[src/rtl/prog_loader_if.sv]
// Program-transfer bus between prog_loader and its memories:
// boot ROM read port (address out, data back one cycle later) and the
// instruction-memory valid/ready write port.
interface prog_loader_if #(
    parameter int ADDR_W = 8,
    parameter int DATA_W = 32
);
    logic [ADDR_W-1:0] rom_addr;
    logic [DATA_W-1:0] rom_data;
    logic [ADDR_W-1:0] mem_addr;
    logic [DATA_W-1:0] mem_data;
    logic              mem_valid;
    logic              mem_ready;

    // Loader side: drives ROM address and the write request.
    modport master (
        output rom_addr,
        input  rom_data,
        output mem_addr,
        output mem_data,
        output mem_valid,
        input  mem_ready
    );

    // Memory side: returns ROM data and accepts writes.
    modport slave (
        input  rom_addr,
        output rom_data,
        input  mem_addr,
        input  mem_data,
        input  mem_valid,
        output mem_ready
    );
endinterface

[src/rtl/prog_loader.sv]
// prog_loader: copies ROM_DEPTH words from the boot ROM into the core's
// instruction memory after a synchronised start request, holding the core
// in reset for the whole transfer. Three cycles per word (FETCH, WAIT,
// WRITE) when the memory never stalls.
// Optional feature: define LOADER_CHECKSUM_EN to add a running checksum of
// accepted words and a compare against expected_sum.
module prog_loader #(
    parameter int ROM_DEPTH = 256,
    parameter int ADDR_W    = 8,
    parameter int DATA_W    = 32
) (
    input  logic              clk,
    input  logic              reset,
    input  logic              start,
    prog_loader_if.master     bus,
    output logic              core_hold,
    output logic              busy,
    output logic              done,
    output logic [ADDR_W:0]   words_loaded
`ifdef LOADER_CHECKSUM_EN
    ,
    input  logic [DATA_W-1:0] expected_sum,
    output logic [DATA_W-1:0] checksum,
    output logic              sum_ok
`endif
);

    typedef enum logic [2:0] {
        S_IDLE,
        S_FETCH,
        S_WAIT,
        S_WRITE,
        S_DONE
    } state_t;

    // Terminal index; idx stops here instead of wrapping, so this also
    // works when ROM_DEPTH fills the whole address space.
    localparam logic [ADDR_W-1:0] LAST_IDX = ADDR_W'(ROM_DEPTH - 1);

    state_t            state_q;
    state_t            state_d;
    logic [2:0]        sync_q;
    logic              start_pulse;
    logic              accept;
    logic [ADDR_W-1:0] idx;

    // Two synchroniser stages plus one history stage for the edge detect.
    // NOTE: every register, synchroniser stages included, gets an explicit
    // async reset value so the block powers up quiet.
    always_ff @(posedge clk or posedge reset) begin
        if (reset) begin
            sync_q <= '0;
        end else begin
            sync_q <= {sync_q[1:0], start};
        end
    end

    assign start_pulse = sync_q[1] & ~sync_q[2];

    // State register.
    // NOTE: sequential state uses non-blocking assignments only, so every
    // flop samples pre-edge values regardless of block ordering.
    always_ff @(posedge clk or posedge reset) begin
        if (reset) begin
            state_q <= S_IDLE;
        end else begin
            state_q <= state_d;
        end
    end

    assign accept = (state_q == S_WRITE) && bus.mem_ready;

    // Next-state logic; start_pulse is only honoured in IDLE.
    // NOTE: state_d is defaulted first so no path leaves it unassigned,
    // which would otherwise infer a latch.
    always_comb begin
        state_d = state_q;
        unique case (state_q)
            S_IDLE:  if (start_pulse) state_d = S_FETCH;
            S_FETCH: state_d = S_WAIT;
            S_WAIT:  state_d = S_WRITE;
            S_WRITE: if (accept) state_d = (idx == LAST_IDX) ? S_DONE : S_FETCH;
            S_DONE:  state_d = S_IDLE;
            default: state_d = S_IDLE;
        endcase
    end

    // Control outputs decode straight from the state register, so an async
    // reset drops them at once without waiting for a clock edge.
    assign bus.mem_valid = (state_q == S_WRITE);
    assign busy          = (state_q == S_FETCH) || (state_q == S_WAIT) ||
                           (state_q == S_WRITE);
    assign core_hold     = busy;
    assign bus.rom_addr  = idx;

    // Datapath: word index, captured write beat, counters and sticky done.
    always_ff @(posedge clk or posedge reset) begin
        if (reset) begin
            idx          <= '0;
            bus.mem_addr <= '0;
            bus.mem_data <= '0;
            words_loaded <= '0;
            done         <= 1'b0;
        end else begin
            unique case (state_q)
                S_IDLE: begin
                    if (start_pulse) begin
                        idx          <= '0;
                        words_loaded <= '0;
                        done         <= 1'b0;
                    end
                end
                S_WAIT: begin
                    bus.mem_data <= bus.rom_data;
                    bus.mem_addr <= idx;
                end
                S_WRITE: begin
                    if (accept) begin
                        words_loaded <= words_loaded + (ADDR_W+1)'(1);
                        if (idx == LAST_IDX) begin
                            done <= 1'b1;
                        end else begin
                            idx <= idx + ADDR_W'(1);
                        end
                    end
                end
                default: ;
            endcase
        end
    end

`ifdef LOADER_CHECKSUM_EN
    // Running sum of accepted words; compared against expected_sum in DONE.
    always_ff @(posedge clk or posedge reset) begin
        if (reset) begin
            checksum <= '0;
            sum_ok   <= 1'b0;
        end else begin
            if (state_q == S_IDLE && start_pulse) begin
                checksum <= '0;
                sum_ok   <= 1'b0;
            end else if (accept) begin
                checksum <= checksum + bus.mem_data;
            end else if (state_q == S_DONE) begin
                sum_ok <= (checksum == expected_sum);
            end
        end
    end
`endif

endmodule

[src/flat_wrapper.sv]
// flat-port wrapper written by rule: the top's interface ports become plain ports
module prog_loader_flat 
#(
    parameter int ROM_DEPTH = 256,
    parameter int ADDR_W    = 8,
    parameter int DATA_W    = 32
)
  (clk, reset, start, core_hold, busy, done, words_loaded, bus_rom_addr, bus_rom_data, bus_mem_addr, bus_mem_data, bus_mem_valid, bus_mem_ready);
  prog_loader_if #(.ADDR_W(ADDR_W), .DATA_W(DATA_W)) bus_i ();
  input  logic clk;
  input  logic reset;
  input  logic start;
  output logic core_hold;
  output logic busy;
  output logic done;
  output logic [ADDR_W:0] words_loaded;
  output wire logic [$bits(bus_i.rom_addr)-1:0] bus_rom_addr;
  input wire logic [$bits(bus_i.rom_data)-1:0] bus_rom_data;
  output wire logic [$bits(bus_i.mem_addr)-1:0] bus_mem_addr;
  output wire logic [$bits(bus_i.mem_data)-1:0] bus_mem_data;
  output wire logic [$bits(bus_i.mem_valid)-1:0] bus_mem_valid;
  input wire logic [$bits(bus_i.mem_ready)-1:0] bus_mem_ready;
  assign bus_rom_addr = bus_i.rom_addr;
  assign bus_i.rom_data = bus_rom_data;
  assign bus_mem_addr = bus_i.mem_addr;
  assign bus_mem_data = bus_i.mem_data;
  assign bus_mem_valid = bus_i.mem_valid;
  assign bus_i.mem_ready = bus_mem_ready;
  prog_loader #(.ROM_DEPTH(ROM_DEPTH), .ADDR_W(ADDR_W), .DATA_W(DATA_W)) u_core (.clk(clk), .reset(reset), .start(start), .bus(bus_i), .core_hold(core_hold), .busy(busy), .done(done), .words_loaded(words_loaded));
endmodule
[config.mk]
export PLATFORM = sky130hd
export DESIGN_NAME = prog_loader_flat
export DESIGN_NICKNAME = d
export VERILOG_FILES = /design/src/rtl/prog_loader_if.sv /design/src/rtl/prog_loader.sv /design/src/flat_wrapper.sv
export SDC_FILE = /design/constraint.sdc
export NUM_CORES = 1
export LEC_CHECK = 0
export BUFFER_PORTS_ARGS = -buffer_cell sky130_fd_sc_hd__buf_4
export CORE_ASPECT_RATIO = 0.6
export CORE_UTILIZATION = 53
export DETAILED_ROUTE_END_ITERATION = 7
export PLACE_DENSITY = 0.89
export RECOVER_POWER = 50
export SLEW_MARGIN = 10
export SYNTH_ARGS = -nofsm -noshare
export SYNTH_HDL_FRONTEND = slang
export SYNTH_SLANG_ARGS = --single-unit
[constraint.sdc]
create_clock -name clk -period 5.58 [get_ports clk]
set_input_delay 0.279 -clock clk [delete_from_list [all_inputs] [get_ports clk]]
set_output_delay 0.279 -clock clk [all_outputs]
set_load 0.05 [all_outputs]
Word level (Yosys, flattened, before mapping)

Cells that the tools add are included.

Bitwise gates (word level): 2
Mux-type cells: 15
$add $sub $neg: 2
Equal/unequal tests: 8
Reduce and logical (&&, ||, !) cells: 9

Operator list:

| cell                                                  | number |
|---|---|
| 2-to-1 mux 8 bit                                      | 3 |
| 2-to-1 mux 9 bit                                      | 2 |
| one-hot mux 9 bit (2 select lines)                    | 1 |
| one-hot mux 8 bit (2 select lines)                    | 1 |
| one-hot mux 3 bit (4 select lines)                    | 1 |
| adder 9 x 1 -> 9 bit, second input constant           | 1 |
| 2-to-1 mux 3 bit                                      | 3 |
| adder 8 x 1 -> 8 bit, second input constant           | 1 |
| == test 8 bit, second input constant                  | 1 |
| AND reduction 4 bit                                   | 2 |
| == test 3 x 2 -> 1 bit, second input constant         | 2 |
| inequality test 2 x 1 -> 1 bit, second input constant | 3 |
| == test 3 x 1 -> 1 bit, second input constant         | 1 |
| logical NOT 3 bit                                     | 1 |
| 2-to-1 mux 1 bit                                      | 3 |
| AND reduction 3 bit                                   | 1 |
| logical OR 1 bit                                      | 2 |
| inequality test 2 bit, second input constant          | 1 |
| one-hot mux 1 bit (2 select lines)                    | 1 |
| AND reduction 2 bit                                   | 1 |
| nonzero test 2 bit                                    | 1 |
| bitwise AND 1 bit                                     | 1 |
| logical AND 1 bit                                     | 1 |
| inverter 1 bit                                        | 1 |

Word-level logic and storage cells: 43
Register bits after elaboration: 64

Depth between registers and ports, before layout

Depth after elaboration: 4
Mapped depth: 6

Worst setup path after synthesis

No wires, ideal clock.

Path kind: register -> register
Start: register u_core.state_q[0]
End: register u_core.idx[5] (netlist: u_core.bus.rom_addr[5])
Data required time: 5.504 ns
Period minus slack after synthesis: 1.900 ns
Stages on the path, launching flop included: 6
Slack: 3.680 ns
Arrival: 1.823 ns
Path buffers: 1
Setup time: 0.076 ns
Cell sequence: dfrtp_1 or4b_1 a21o_1 buf_6 or4_1 o21ai_1

Cells in the longest elaborated chain, start to end: 4
Elaborated cells between the ends (all ways): 9
Classes of those cells: eq/ne (4); mux (1); reduce/logical (4)

Ends and longest elaborated chain:

| element                                  | line                                  | source |
|---|---|---|
| from (decl)                              | prog_loader.sv:40                     | `state_t state_q;` |
| from (signal assigned)                   | prog_loader.sv:67                     | `state_q <= state_d;` |
| == test 3 x 2 -> 1 bit                   | prog_loader.sv:71, prog_loader.sv:105 |  |
| logical AND 1 bit                        | prog_loader.sv:71                     | `assign accept = (state_q == S_WRITE) && bus.mem_ready;` |
| inequality test 2 x 1 -> 1 bit (no line) | -                                     |  |
| AND reduction 4 bit (no line)            | -                                     |  |
| to (signal assigned)                     | prog_loader.sv:123                    | `idx <= idx + ADDR_W'(1);` |
| to (decl)                                | prog_loader.sv:45                     | `logic [ADDR_W-1:0] idx;` |

Parallel ways exist; a longest one is shown, timed or not.
A chain may end at the register's enable or synchronous reset.

==> summary by stage <==
Final layout
The post-route netlist has 40.8% of its cells at a drive strength greater than 1. The number of fill cells is ~340. The post-layout utilization of the core is roughly 75%. The multi-input combinational cells in the finished layout cover a total of a little under 1000 um^2. The repair_antennas step left the layout with diodes totalling 0. For this run, the post-layout net count is about 350. Summing all flip-flop and latch instances after layout gives 1600 um^2. The number of standard cells in the layout, taps in and fillers out is approximately 380. Relative to the synthesized area, the layout overhead comes to 33.0%.

Clock network
The TritonCTS buffer count is 9. The clock root buffer is clkbuf_8. Clock-pin slew was measured on the worst setup and hold paths at 0.07 ns. TritonCTS built the clock tree. The clock reaches the later pin of the worst-skew pair after roughly 0.35 ns. The H-tree depth is 3. Buffers added to address setup during post-CTS repair amount to 0. The count of clock tree sinks is 64. The maximum clock insertion buffer count is 2.

In this run, post-CTS repair resized a total of 0 instances. The hold-fix buffer count after cts is 0.

Drt
The number of detailed-routing iterations run before antenna repair is 4. The routed wire length is just under 6 mm. The detail route stage leaves a number of antenna-violating nets equal to 0. Dividing the detail-routed wire length by the instance count gives 15.6 um. The via density per instance is roughly 5.5. The detailed router finished its first iteration with around 120 violations. In the routed design, unresolved DRC markers number 0. Across all layers, the routed design uses 2095 vias.

STA
The max-slew violation total from the final report is 65. The maximum clock rate is between 300 and 400 MHz. Summed over all failing endpoints, the final setup total negative slack is 0 ns.

Setup violations remaining at the end of the flow were counted as 0. The setup skew after layout is around 0.0065 ns. The final period demand of the worst path is between 3 and 4 ns. The relative max-transition margin is -124%.

Setup repair after global routing left no endpoint under its margin. The final number of hold-violating endpoints is 0. The pin slew with the least headroom to its limit is between 3 and 4 ns. The ratio of final minimum period to clock period is 55.9%.

Synthesis
The post-synthesis sequential area ratio is between 60% and 70%. Ranked by instance count, the synthesized netlist is headed by dfrtp_1 (64), mux2_2 (40), o21ai_0 (15). The share of synthesized registers carrying an async set or reset is 100%.

The synthesized net count is 248. The synthesized design spends more area on one cell type than any other, namely dfrtp_1. By area the synthesized netlist is led by dfrtp_1 (60%), mux2_2 (17%), o21ai_0 (2.8%), a21oi_1 (1.9%), nand2_1 (1.8%).

The netlist area before placement is 2650 um^2. The number of synthesized flops with an enable pin is 0. Synthesis produced a netlist whose cell count is 210. The Yosys step of the flow raised 0 warnings. The flop and latch count out of synthesis is 64. The mean cell area of the mapped netlist is approximately 13 um^2. The proportion of netlist area held by the largest area contributor is 60.4%. Among all flip-flop cells after synthesis, the most frequent one is dfrtp_1. The distinct cell type count of the synthesized netlist is 38. The most common cell in the synthesized netlist is dfrtp_1.

Setup path
In this run the critical register-to-register path is launched from u_core.state_q[0]$_DFFE_PP0P_. Of all nets on the critical path, the largest fanout is 64. The endpoint of the most critical register-to-register path is u_core.words_loaded[6]$_DFFE_PP0P_. The worst setup path is of the in -> async kind. The worst setup path is launched from a primary input. Tracing the worst setup path back leads to its startpoint at reset. Walking the worst path, the cells encountered are clkbuf_4, inv_1, clkbuf_1.

The slowest cell on the critical path is clkbuf_1. Data on the critical path is required at its endpoint by ~5.3 ns. The stage delay of the slowest cell on the critical path is between 2 and 2.5 ns. For the worst flop-to-flop path, the logic depth is 4. The end point of the critical path is u_core.bus.mem_addr[0]$_DFFE_PP0P_.

The internal reg-to-reg setup slack is 3.37 ns. The worst setup path is captured at an asynchronous set/reset pin. At the worst endpoint, the arrival time is around 2.8 ns.

Die
Once the floorplan was initialized, standard cells occupied 56.6% of the core. The die covers approximately 5300 um^2. The count of boundary I/O pins is between 90 and 100. After floorplanning, the core was sized to cover between 4000 and 5000 um^2. The height of the die is about 57 um. The chip width is roughly 93 um.

The number of cell rows is 19.

Placed design
The congestion estimate from routability-driven global placement came to 0.838. The number of placed instances, taps included is about 360. The half-perimeter wire length after detailed placement is about 4 mm.

The number of buffers added on ports is 96.

Pwr
The maximum vdd drop is around 0.46 mV. In this run the power density over the cells is about 680 nW/um^2. For this design the static power due to leakage is between 1.5 and 2 nW.

Min path
Along the worst hold path, the cell count comes to 1. The worst hold path belongs to the class in -> reg.

Global route
For this run the aggregate overflow at the end of global routing stands at 0. The via count of the first global-routing pass is around 2k. Global routing consumed, over all layers together, between 20% and 30% of the routing resources. The first global-routing pass estimated roughly 9.4 mm of wire.

The initial antenna violation count is 0. Entering global routing, the biggest net connects 65 pins.

Outcome
The run finished, with violations left. The final reports fail on max-capacitance violations, max-slew violations.

Run
The tool flagged a number of max-cap violations equal to 1.
[layout by cell type (no fill, tap or decap), types with 2 or more instances in the layout]
master	instances
inv_1	4
nand3_1	8
clkbuf_4	2
a21oi_1	10
a31oi_1	4
buf_4	69
or4_1	3
o21ai_0	15
dfrtp_1	64
mux2_2	40
nor2_1	8
ha_1	2
and4_1	3
clkbuf_1	28
clkbuf_8	10
nand2_1	13
nand4_1	3
o31ai_1	4
clkinv_2	2
[per-stage QoR]
stage          hold slack (ns)  total power, mW  cell area [um^2]  worst slack [ns]
3_5_place_dp             0.340             2.08              3430              3.40
3_3_place_gp             0.338             2.06              3430              3.45
5_1_grt                 0.0325             2.50              3530              1.71
6_report                0.0576             2.39              3530              2.46
4_1_cts                 0.0284             2.48              3630              3.36
2_1_floorplan            0.310             1.70              2650              3.68
[worst max-delay path: cells and delay by family]
| family | cells | cell delay, ns |
|---|---|---|
| buffers and inverters | 3 | 2.50 |
[worst min-delay path by stage]
stage                                       endpoint  slack (ns)                       start
after floorplan           u_core.sync_q[0]$_DFF_PP0_        0.31                       start
after global placement    u_core.sync_q[1]$_DFF_PP0_        0.34  u_core.sync_q[0]$_DFF_PP0_
after detailed placement  u_core.sync_q[1]$_DFF_PP0_        0.34  u_core.sync_q[0]$_DFF_PP0_
after CTS                 u_core.sync_q[0]$_DFF_PP0_        0.03                       start
after global routing      u_core.sync_q[0]$_DFF_PP0_        0.03                       start
final                     u_core.sync_q[0]$_DFF_PP0_        0.06                       start
[report_power, final]
group | switching, mW | internal [mW] | total (mW)
clock | 0.177 | 0.218 | 0.395
combinational | 0.871 | 0.363 | 1.23
sequential | 0.125 | 0.633 | 0.758
total | 1.17 | 1.21 | 2.39
[flip-flops by register name, summed over array words and instances, names as in the netlist]
register             count
u_core.done              1
u_core.sync_q            3
u_core.bus.mem_data     32
u_core.state_q           3
u_core.bus.rom_addr      8
u_core.bus.mem_addr      8
u_core.words_loaded      9
[metal layers]
metal | global-route usage (%) | vias to the layer above | wire length [um]
li1 | - | 974 | -
met1 | 33.2 | 1007 | 2730
met2 | 34.2 | 110 | 2580
met3 | 11.8 | 4 | 561
met4 | 5.93 | 0 | 29
met5 | 0 | - | 0
[kinds of logic after synthesis]
kind of cell	count (synthesis)	synth area share, %
AND/OR/NAND/NOR	48	9.68
adder cells (fa/ha/maj)	2	0.944
flip-flops	64	60.4
buffers and inverters	13	2.26
multiplexers	40	17.0
AO/OA/AOI/OAI	43	9.72
[cell type report]
cell class,instances,share of cell area [%]
tap,63,2.24
sequential,64,45.4
clock inverter,5,1.60
timing repair buffer,98,18.0
multi-input combinational,133,28.2
inverter,5,0.532
clock buffer,11,4.01
Note: power is estimated with default switching activity, not from simulation.
